--- src/rtl/car_queue_pkg.sv ---
// car_queue_pkg: selection codes and wash-controller states shared by the car queue.
package car_queue_pkg;
    typedef enum logic [1:0] {
        NO_SEL     = 2'd0,
        BASIC      = 2'd1,
        BASIC_PLUS = 2'd2,
        DETAIL     = 2'd3
    } sel_e;
    typedef enum logic [1:0] {
        IDLE,
        LOAD,
        WASHING,
        CLEAR
    } state_e;
endpackage

--- src/rtl/car_fifo.sv ---
// car_fifo: circular buffer of paid car selections with occupancy count and flags.
module car_fifo
    import car_queue_pkg::*;
#(
    parameter int DEPTH = 4,
    parameter int W     = 2
) (
    input  logic                   clk,
    input  logic                   reset,
    input  logic                   wr_en,
    input  logic [W-1:0]           wr_data,
    input  logic                   rd_en,
    output logic [W-1:0]           rd_data,
    output logic [$clog2(DEPTH):0] count,
    output logic                   full,
    output logic                   empty
);
    localparam int AW = $clog2(DEPTH);
    logic [W-1:0]  mem_q [DEPTH];
    logic [W-1:0]  mem_d [DEPTH];
    logic [AW-1:0] wr_ptr_q, wr_ptr_d, rd_ptr_q, rd_ptr_d;
    logic [AW:0]   count_q, count_d;
    // Pointers are exactly AW bits wide, so they wrap modulo DEPTH for free.
    always_comb begin
        mem_d = mem_q;
        if (wr_en) mem_d[wr_ptr_q] = wr_data;
        wr_ptr_d = wr_ptr_q + AW'(wr_en);
        rd_ptr_d = rd_ptr_q + AW'(rd_en);
        count_d  = count_q + (AW+1)'(wr_en) - (AW+1)'(rd_en);
    end
    always_ff @(posedge clk or negedge reset) begin
        if (!reset) begin
            mem_q    <= '{default: '0};
            wr_ptr_q <= '0;
            rd_ptr_q <= '0;
            count_q  <= '0;
        end else begin
            mem_q    <= mem_d;
            wr_ptr_q <= wr_ptr_d;
            rd_ptr_q <= rd_ptr_d;
            count_q  <= count_d;
        end
    end
    assign rd_data = mem_q[rd_ptr_q];
    assign count   = count_q;
    assign full    = count_q == (AW+1)'(DEPTH);
    assign empty   = count_q == '0;
endmodule

--- src/rtl/car_queue.sv ---
// car_queue: queues paid car selections and sequences them through the carwash
// with a completion-edge detector, a timeout watchdog and a completed-wash counter.
module car_queue
    import car_queue_pkg::*;
#(
    parameter int DEPTH   = 4,
    parameter int TIMEOUT = 1000
) (
    input  logic                   clk,
    input  logic                   reset,
    input  logic                   enq_valid,
    input  logic [1:0]             enq_sel,
    output logic                   enq_ready,
    input  logic                   wash_done,
    output logic [1:0]             sel_out,
    output logic                   approve_out,
    output logic                   wash_rst,
    output logic [$clog2(DEPTH):0] count,
    output logic                   full,
    output logic                   empty,
    output logic                   drop,
    output logic                   fault,
    output logic [7:0]             washes
);
    localparam int WW = $clog2(TIMEOUT + 1);
    state_e        state_q, state_d;
    logic [1:0]    sel_q, sel_d, head;
    logic          approve_q, approve_d, drop_q, drop_d, fault_q, fault_d;
    logic          done_prev_q, enq_ok, deq, rise, expired;
    logic [7:0]    washes_q, washes_d;
    logic [WW-1:0] wd_q, wd_d;

    assign enq_ready = !full;
    assign enq_ok    = enq_valid && enq_ready && enq_sel != NO_SEL;
    assign deq       = state_q == LOAD;
    assign rise      = wash_done && !done_prev_q;
    assign expired   = wd_q == WW'(TIMEOUT - 1);

    car_fifo #(.DEPTH(DEPTH), .W(2)) u_fifo (
        .clk(clk), .reset(reset), .wr_en(enq_ok), .wr_data(enq_sel), .rd_en(deq),
        .rd_data(head), .count(count), .full(full), .empty(empty)
    );

    always_comb begin
        state_d   = state_q;
        sel_d     = sel_q;
        approve_d = approve_q;
        fault_d   = fault_q;
        washes_d  = washes_q;
        wd_d      = '0;
        drop_d    = enq_valid && !enq_ok;
        case (state_q)
            IDLE: state_d = empty ? IDLE : LOAD;
            LOAD: begin
                sel_d     = head;
                approve_d = 1'b1;
                state_d   = WASHING;
            end
            WASHING: begin
                wd_d = wd_q + 1'b1;
                // A completion edge wins over a watchdog expiry in the same cycle.
                if (rise || expired) begin
                    state_d   = CLEAR;
                    sel_d     = NO_SEL;
                    approve_d = 1'b0;
                    washes_d  = rise ? washes_q + 8'(washes_q != 8'hFF) : washes_q;
                    fault_d   = fault_q || !rise;
                end
            end
            default: state_d = IDLE;
        endcase
    end

    always_ff @(posedge clk or negedge reset) begin
        if (!reset) begin
            state_q     <= IDLE;
            sel_q       <= NO_SEL;
            approve_q   <= 1'b0;
            drop_q      <= 1'b0;
            fault_q     <= 1'b0;
            washes_q    <= '0;
            wd_q        <= '0;
            done_prev_q <= 1'b0;
        end else begin
            state_q     <= state_d;
            sel_q       <= sel_d;
            approve_q   <= approve_d;
            drop_q      <= drop_d;
            fault_q     <= fault_d;
            washes_q    <= washes_d;
            wd_q        <= wd_d;
            done_prev_q <= wash_done;
        end
    end

    // The carwash is held in reset for as long as this block is.
    assign wash_rst    = !reset || state_q == CLEAR;
    assign sel_out     = sel_q;
    assign approve_out = approve_q;
    assign drop        = drop_q;
    assign fault       = fault_q;
    assign washes      = washes_q;
endmodule

--- config.mk ---
export PLATFORM = sky130hd
export DESIGN_NAME = car_queue
export DESIGN_NICKNAME = d
export VERILOG_FILES = /design/src/rtl/car_queue_pkg.sv /design/src/rtl/car_fifo.sv /design/src/rtl/car_queue.sv
export SDC_FILE = /design/constraint.sdc
export NUM_CORES = 1
export LEC_CHECK = 0
export CAP_MARGIN = 20
export CORE_MARGIN = 2
export CORE_UTILIZATION = 54
export DETAILED_ROUTE_END_ITERATION = 10
export PLACE_DENSITY = 0.79
export SYNTH_ARGS = -nofsm -noshare
export SYNTH_HDL_FRONTEND = slang
export SYNTH_SLANG_ARGS = --single-unit
--- constraint.sdc ---
create_clock -name clk -period 2.65 [get_ports clk]
set_input_delay 0.53 -clock clk [delete_from_list [all_inputs] [get_ports clk]]
set_output_delay 0.53 -clock clk [all_outputs]
set_load 0.05 [all_outputs]
# Word-level counts from Yosys, hierarchy flattened
# Index checks and enable logic that the tools add are counted.
# Widths: inputs -> output; s select.
word_totals:
  ram_bits: 0
  latchBits: 0
  romBits: 0
  memories: 0
  ff_bits: 41
  wordCells: 67
classes:
  shifts: 0
  div_mod_pow: 0
  n_lt_le_gt_ge: 3
  n_mux: 14
  mul: 0
  n_eq_ne: 7
  bitwise: 2
  reduce_logical: 20
  n_addsub: 6
op_table:
  columns: ["cell", "count"]
  rows:
  - ["$add 10x1->10 const B", 1]
  - ["$eq 10x10->1 const B", 1]
  - ["$mux 10", 1]
  - ["$mux 2", 5]
  - ["$add 8x1->8", 1]
  - ["$bwmux 8", 1]
  - ["$ne 8x8->1 const B", 1]
  - ["$ge 3x3->1 const B", 2]
  - ["$not 2->3", 2]
  - ["$pmux 2 s3", 1]
  - ["$logic_and 1x1->1", 5]
  - ["$logic_not 1->1", 5]
  - ["$add 2x1->2", 2]
  - ["$bmux 2 s2", 1]
  - ["$demux 2 s2", 1]
  - ["$eq 2x2->1 const B", 2]
  - ["$pmux 2 s2", 1]
  - ["$reduce_and 2->1", 2]
  - ["$reduce_bool 2->1", 2]
  - ["$add 3x1->3", 1]
  - ["$eq 3x3->1 const B", 1]
  - ["$logic_not 3->1", 1]
  - ["$logic_or 1x1->1", 3]
  - ["$lt 3x1->1 const B", 1]
  - ["7 further kinds", 8]

# Longest topological paths before layout
depth:
  word_depth: 6
  depth_mapped: 9

# Hierarchy
# A second synthesis with hierarchy kept.
hier_totals:
  hier_cells: 155
  area_unflattened_um2: 1930.6
modules_own_cells:
  columns: ["mod", "area_per_inst_um2", "cells_per_inst", "n_inst", "seq_area_each_um2"]
  rows:
  - ["car_queue", 1251.2, 111, 1, 650.6]
  - ["car_fifo", 679.4, 44, 1, 375.4]

# Least setup slack after synthesis
# No wires, ideal clock.
synth_path:
  kind: "reg-to-output"
  start: "register u_fifo.count_q[1] (netlist: u_fifo.count[1])"
  end: "output empty"
  path_stages_with_launch: 2
  setup_slack_ns: 0.337
  arrival_ns: 1.783
  t_required_ns: 2.120
  path_cell_list: "dfrtp_1 -> nor3_1"
synth_via:
  elab_chain_cells: 1
synth_rtl:
  columns: ["element", "line_no", "source"]
  rows:
  - ["start: declaration", "car_fifo.sv:22", "logic [AW:0] count_q, count_d;"]
  - ["start signal: assignment", "car_fifo.sv:41", "count_q <= count_d;"]
  - ["$logic_not 3->1", "car_fifo.sv:47", "assign empty = count_q == '0;"]
  - ["end: declaration", "car_queue.sv:20", "output logic empty,"]
# Every way passes these cells.

# Final worst setup path
layout_path:
  start: "register u_fifo.count_q[1] (netlist: u_fifo.count[1])"
  end: "output enq_ready"
layout_via:
  elab_chain_cells: 2
layout_rtl:
  columns: ["element", "line_no", "source"]
  rows:
  - ["$eq 3x3->1", "car_fifo.sv:46", "assign full = count_q == (AW+1)'(DEPTH);"]
  - ["$logic_not 1->1", "car_queue.sv:33", "assign enq_ready = !full;"]
  - ["end: declaration", "car_queue.sv:13", "output logic enq_ready,"]
# Every way passes these cells.

==> qor.csv <==
stage;metric;value;unit
setup_path;cells along the critical path;or3b_4 -> clkdlybuf4s50_1;
grt;overall track demand over capacity in global routing;19.2;%
sta;Fmax achieved;0.398;GHz
detailed_routing;Post-route DRC;0;
detailed_routing;average wire per cell in the routed design;14.8;um
sta;period utilization;94.9;%
clocking;root buffer cell;sky130_fd_sc_hd__clkbuf_4;
sta;final critical path time including I/O delays and setup;2.51;ns
worst_hold_path;class of the worst hold path;input port to async pin;
floorplan;Die X-Extent;63.7;um
setup_path;buffers plus inverters on the worst setup path;1;
clocking;number of buffers on the longest clock path;2;
setup_path;Top delay family on crit path;buffers and inverters;
final_layout;number of fillers in the final layout;250;
flow_run;max-capacitance violation count;0;
setup_path;WP data required;2.12;ns
final_layout;summed area of non-filler cells in the final layout;2280;um^2
detailed_routing;final wirelength;3420;um
clocking;number of clock buffers inserted by TritonCTS;5;
sta;endpoints failing setup;0;
yosys;fraction of the mapped netlist area in simple logic gates;16.1;%
sta;clock skew after layout;0.00879;ns
final_layout;nets@finish;203;
clocking;setup bufs post-CTS;0;
power;power density over cell area;1080;nW/um^2
yosys;cell area after technology mapping;1930;um^2
yosys;most frequent cell after synthesis;sky130_fd_sc_hd__dfrtp_1;
floorplan;Core Region;3390;um^2
yosys;combinational family with the most area after synthesis;simple AND/OR/NAND/NOR gates;
yosys;register bit count reported by yosys;41;
yosys;number of distinct library cells after synthesis;36;
grt;antenna violations before repair;0;
setup_path;crit path kind;register to output port;
floorplan;starting density of the core;56.8;%
detailed_routing;detail-routed via count per cell;5.41;
setup_path;kind of capture point of the worst setup path;output port;
clocking;clock transition at the registers of the reported paths;0.11;ns
run_status;run status;finished clean;
grt;first-pass GRT wire length;5830;um
yosys;number of flops mapped to enable cells by yosys;0;
grt;largest net degree at the start of global routing;42;
yosys;Post-Synthesis Net Count;172;
sta;setup_tns;0;ns
yosys;Async SR Flop Fraction;100;%
detailed_routing;drt initial violations;41;
yosys;sequential area share after synthesis;53.2;%
setup_path;delay of the slowest cell on the worst path;0.71;ns
floorplan;Boundary Pins;26;
yosys;total number of yosys warnings;0;
final_layout;storage element area;1030;um^2
sta;hold violation total from the final report;0;
placed_design;total cell area at the placement stage;2220;um^2
sta;RSZ-0062 raised after global routing;false;
yosys;largest area contributor in the netlist;sky130_fd_sc_hd__dfrtp_1;
yosys;adder and majority cell fraction of the synthesized area;8.18;%
yosys;dominant synthesized flop cell;sky130_fd_sc_hd__dfrtp_1;
yosys;Synth top area share;53.2;%
final_layout;Multi-input gate area;862;um^2
yosys;xor/xnor cell area share of the yosys netlist;8.18;%
placed_design;detailed placer's ending HPWL;2550;um
final_layout;Antenna diodes;0;
placed_design;final weighted congestion in routability-driven placement;0.769;
detailed_routing;remaining number of nets flagged by the antenna check after routing;0;
setup_path;highest net fanout along the worst path;6;
sta;fin. max-slew vios;0;
final_layout;layout overhead on the synthesized area;18.2;%
clocking;clock tree from TritonCTS;done;
setup_path;category of the worst setup path launch point;register;
floorplan;Site Rows;21;
power;leakage;1.06;nW
grt;number of global-route vias before repair;1284;
clocking;H-tree levels;2;
clocking;total number of clock tree sinks;41;
yosys;list of most frequent post-synthesis cells;sky130_fd_sc_hd__dfrtp_1 (41), sky130_fd_sc_hd__ha_1 (11), sky130_fd_sc_hd__mux2_2 (11), sky130_fd_sc_hd__xnor2_1 (11), sky130_fd_sc_hd__and2_1 (8);
sta;pin slew with the least headroom to its limit;0.507;ns
placed_design;cell count after placement;224;
setup_path;slowest cell on the critical path;sky130_fd_sc_hd__clkdlybuf4s50_1;
detailed_routing;TritonRoute pass-1 iters;4;
detailed_routing;detailed-route via count;1249;
yosys;Synth Instances;154;
yosys;mux cell area share after synthesis;9.81;%
sta;worst hold margin;0.279;ns
sta;Worst slew margin;66.2;%
final_layout;fraction of final layout cells sized beyond drive strength 1;15.1;%
power;Final Total Pwr;2.47;mW
grt;gr ovfl total;0;
yosys;post-synthesis area per instance;12.5;um^2
clocking;post-cts gate resize count;0;
floorplan;Total Die Area;4060;um^2
floorplan;Die Span Y;63.7;um
placed_design;PortBufs;25;
power;Worst IR Drop VDD;0.000773;V
clocking;Worst-Skew Late Latency;0.34;ns
setup_path;data arrival time of the critical path;1.98;ns
final_layout;Non-Filler Instances;231;
yosys;Compound-Gate Fraction of Synth Area;2.47;%
setup_path;Register-to-Register Setup Slack;0.60;ns
yosys;main area contributors after synthesis;sky130_fd_sc_hd__dfrtp_1 (53%), sky130_fd_sc_hd__ha_1 (7.1%), sky130_fd_sc_hd__mux2_2 (6.4%), sky130_fd_sc_hd__xnor2_1 (5.0%), sky130_fd_sc_hd__xor2_1 (3.2%);
clocking;CTS Hold Bufs;0;
==> metal layers <==
metal	wire (um)	global-route usage (%)	share of wire [%]	vias up
met5	0	0	0	-
met4	78	7.34	2.3	0
met3	153	6.34	4.5	10
met2	1620	32.2	47	31
met1	1570	23.1	46	620
li1	-	-	-	588
==> cell type report <==
| type | instances | area share, % |
|---|---|---|
| clock buffers | 7 | 2.42 |
| inverters | 8 | 1.32 |
| multi-input cells | 103 | 37.8 |
| flip-flops and latches | 41 | 45.0 |
| well taps | 46 | 2.53 |
| repair buffers | 26 | 10.9 |
==> registers in the layout (all words and copies together) (netlist names) <==
name             flops
u_fifo.rd_ptr_q      2
u_fifo.count         3
drop                 1
state_q              2
u_fifo.mem_q         8
done_prev_q          1
fault                1
wd_q                10
u_fifo.wr_ptr_q      2
washes               8
sel_out              2
approve_out          1
==> layout by cell type (no fill, tap or decap), types with 2 or more instances in the layout <==
cell,netlist,layout
sky130_fd_sc_hd__nand2b_1,2,2
sky130_fd_sc_hd__clkdlybuf4s50_1,0,22
sky130_fd_sc_hd__and3_1,3,3
sky130_fd_sc_hd__buf_4,0,3
sky130_fd_sc_hd__and4_1,3,3
sky130_fd_sc_hd__nand2_1,4,4
sky130_fd_sc_hd__mux2_2,11,11
sky130_fd_sc_hd__mux4_2,2,2
sky130_fd_sc_hd__xor2_1,7,7
sky130_fd_sc_hd__dfrtp_1,41,41
sky130_fd_sc_hd__nor2b_1,3,3
sky130_fd_sc_hd__xnor2_1,11,11
sky130_fd_sc_hd__inv_1,7,7
sky130_fd_sc_hd__and2_1,8,8
sky130_fd_sc_hd__nor2_1,7,7
sky130_fd_sc_hd__nand4_1,4,4
sky130_fd_sc_hd__nor3b_1,2,2
sky130_fd_sc_hd__clkbuf_4,0,5
sky130_fd_sc_hd__nand3_1,7,7
sky130_fd_sc_hd__ha_1,11,11
sky130_fd_sc_hd__nor3_1,2,2
sky130_fd_sc_hd__mux2i_1,2,2
==> path summary, 6_finish.rpt <==
path	from	endpoint	cells after the start
min reg2reg	fault	fault	1
min in group clk	fault	fault	1
max in group asynchronous	reset	washes[5]	2
max	u_fifo.count[1]	enq_ready	2
min	reset	u_fifo.rd_ptr_q[0]	2
max reg2reg	state_q[1]	u_fifo.count[2]	9
==> kinds of logic after synthesis <==
kind of cell | after synthesis
AND/OR/NAND/NOR | 51
flip-flops | 41
XOR/XNOR | 18
multiplexers | 15
adder cells (fa/ha/maj) | 12
buffers and inverters | 10
AO/OA/AOI/OAI | 7
==> stage by stage <==
stage          worst slack, ns  util (%)
2_1_floorplan            0.337         -
3_3_place_gp             0.338      65.6
3_5_place_dp             0.222      65.6
4_1_cts                  0.103      67.2
5_1_grt                 0.0606      67.2
6_report                 0.135      67.2
==> power breakdown <==
part           internal, mW  switching [mW]  total, mW
Clock                 0.125           0.187      0.312
Sequential            0.826           0.187       1.01
Combinational         0.492           0.648       1.14
Total                  1.44            1.02       2.47
Power figures use the tool's default switching activity.
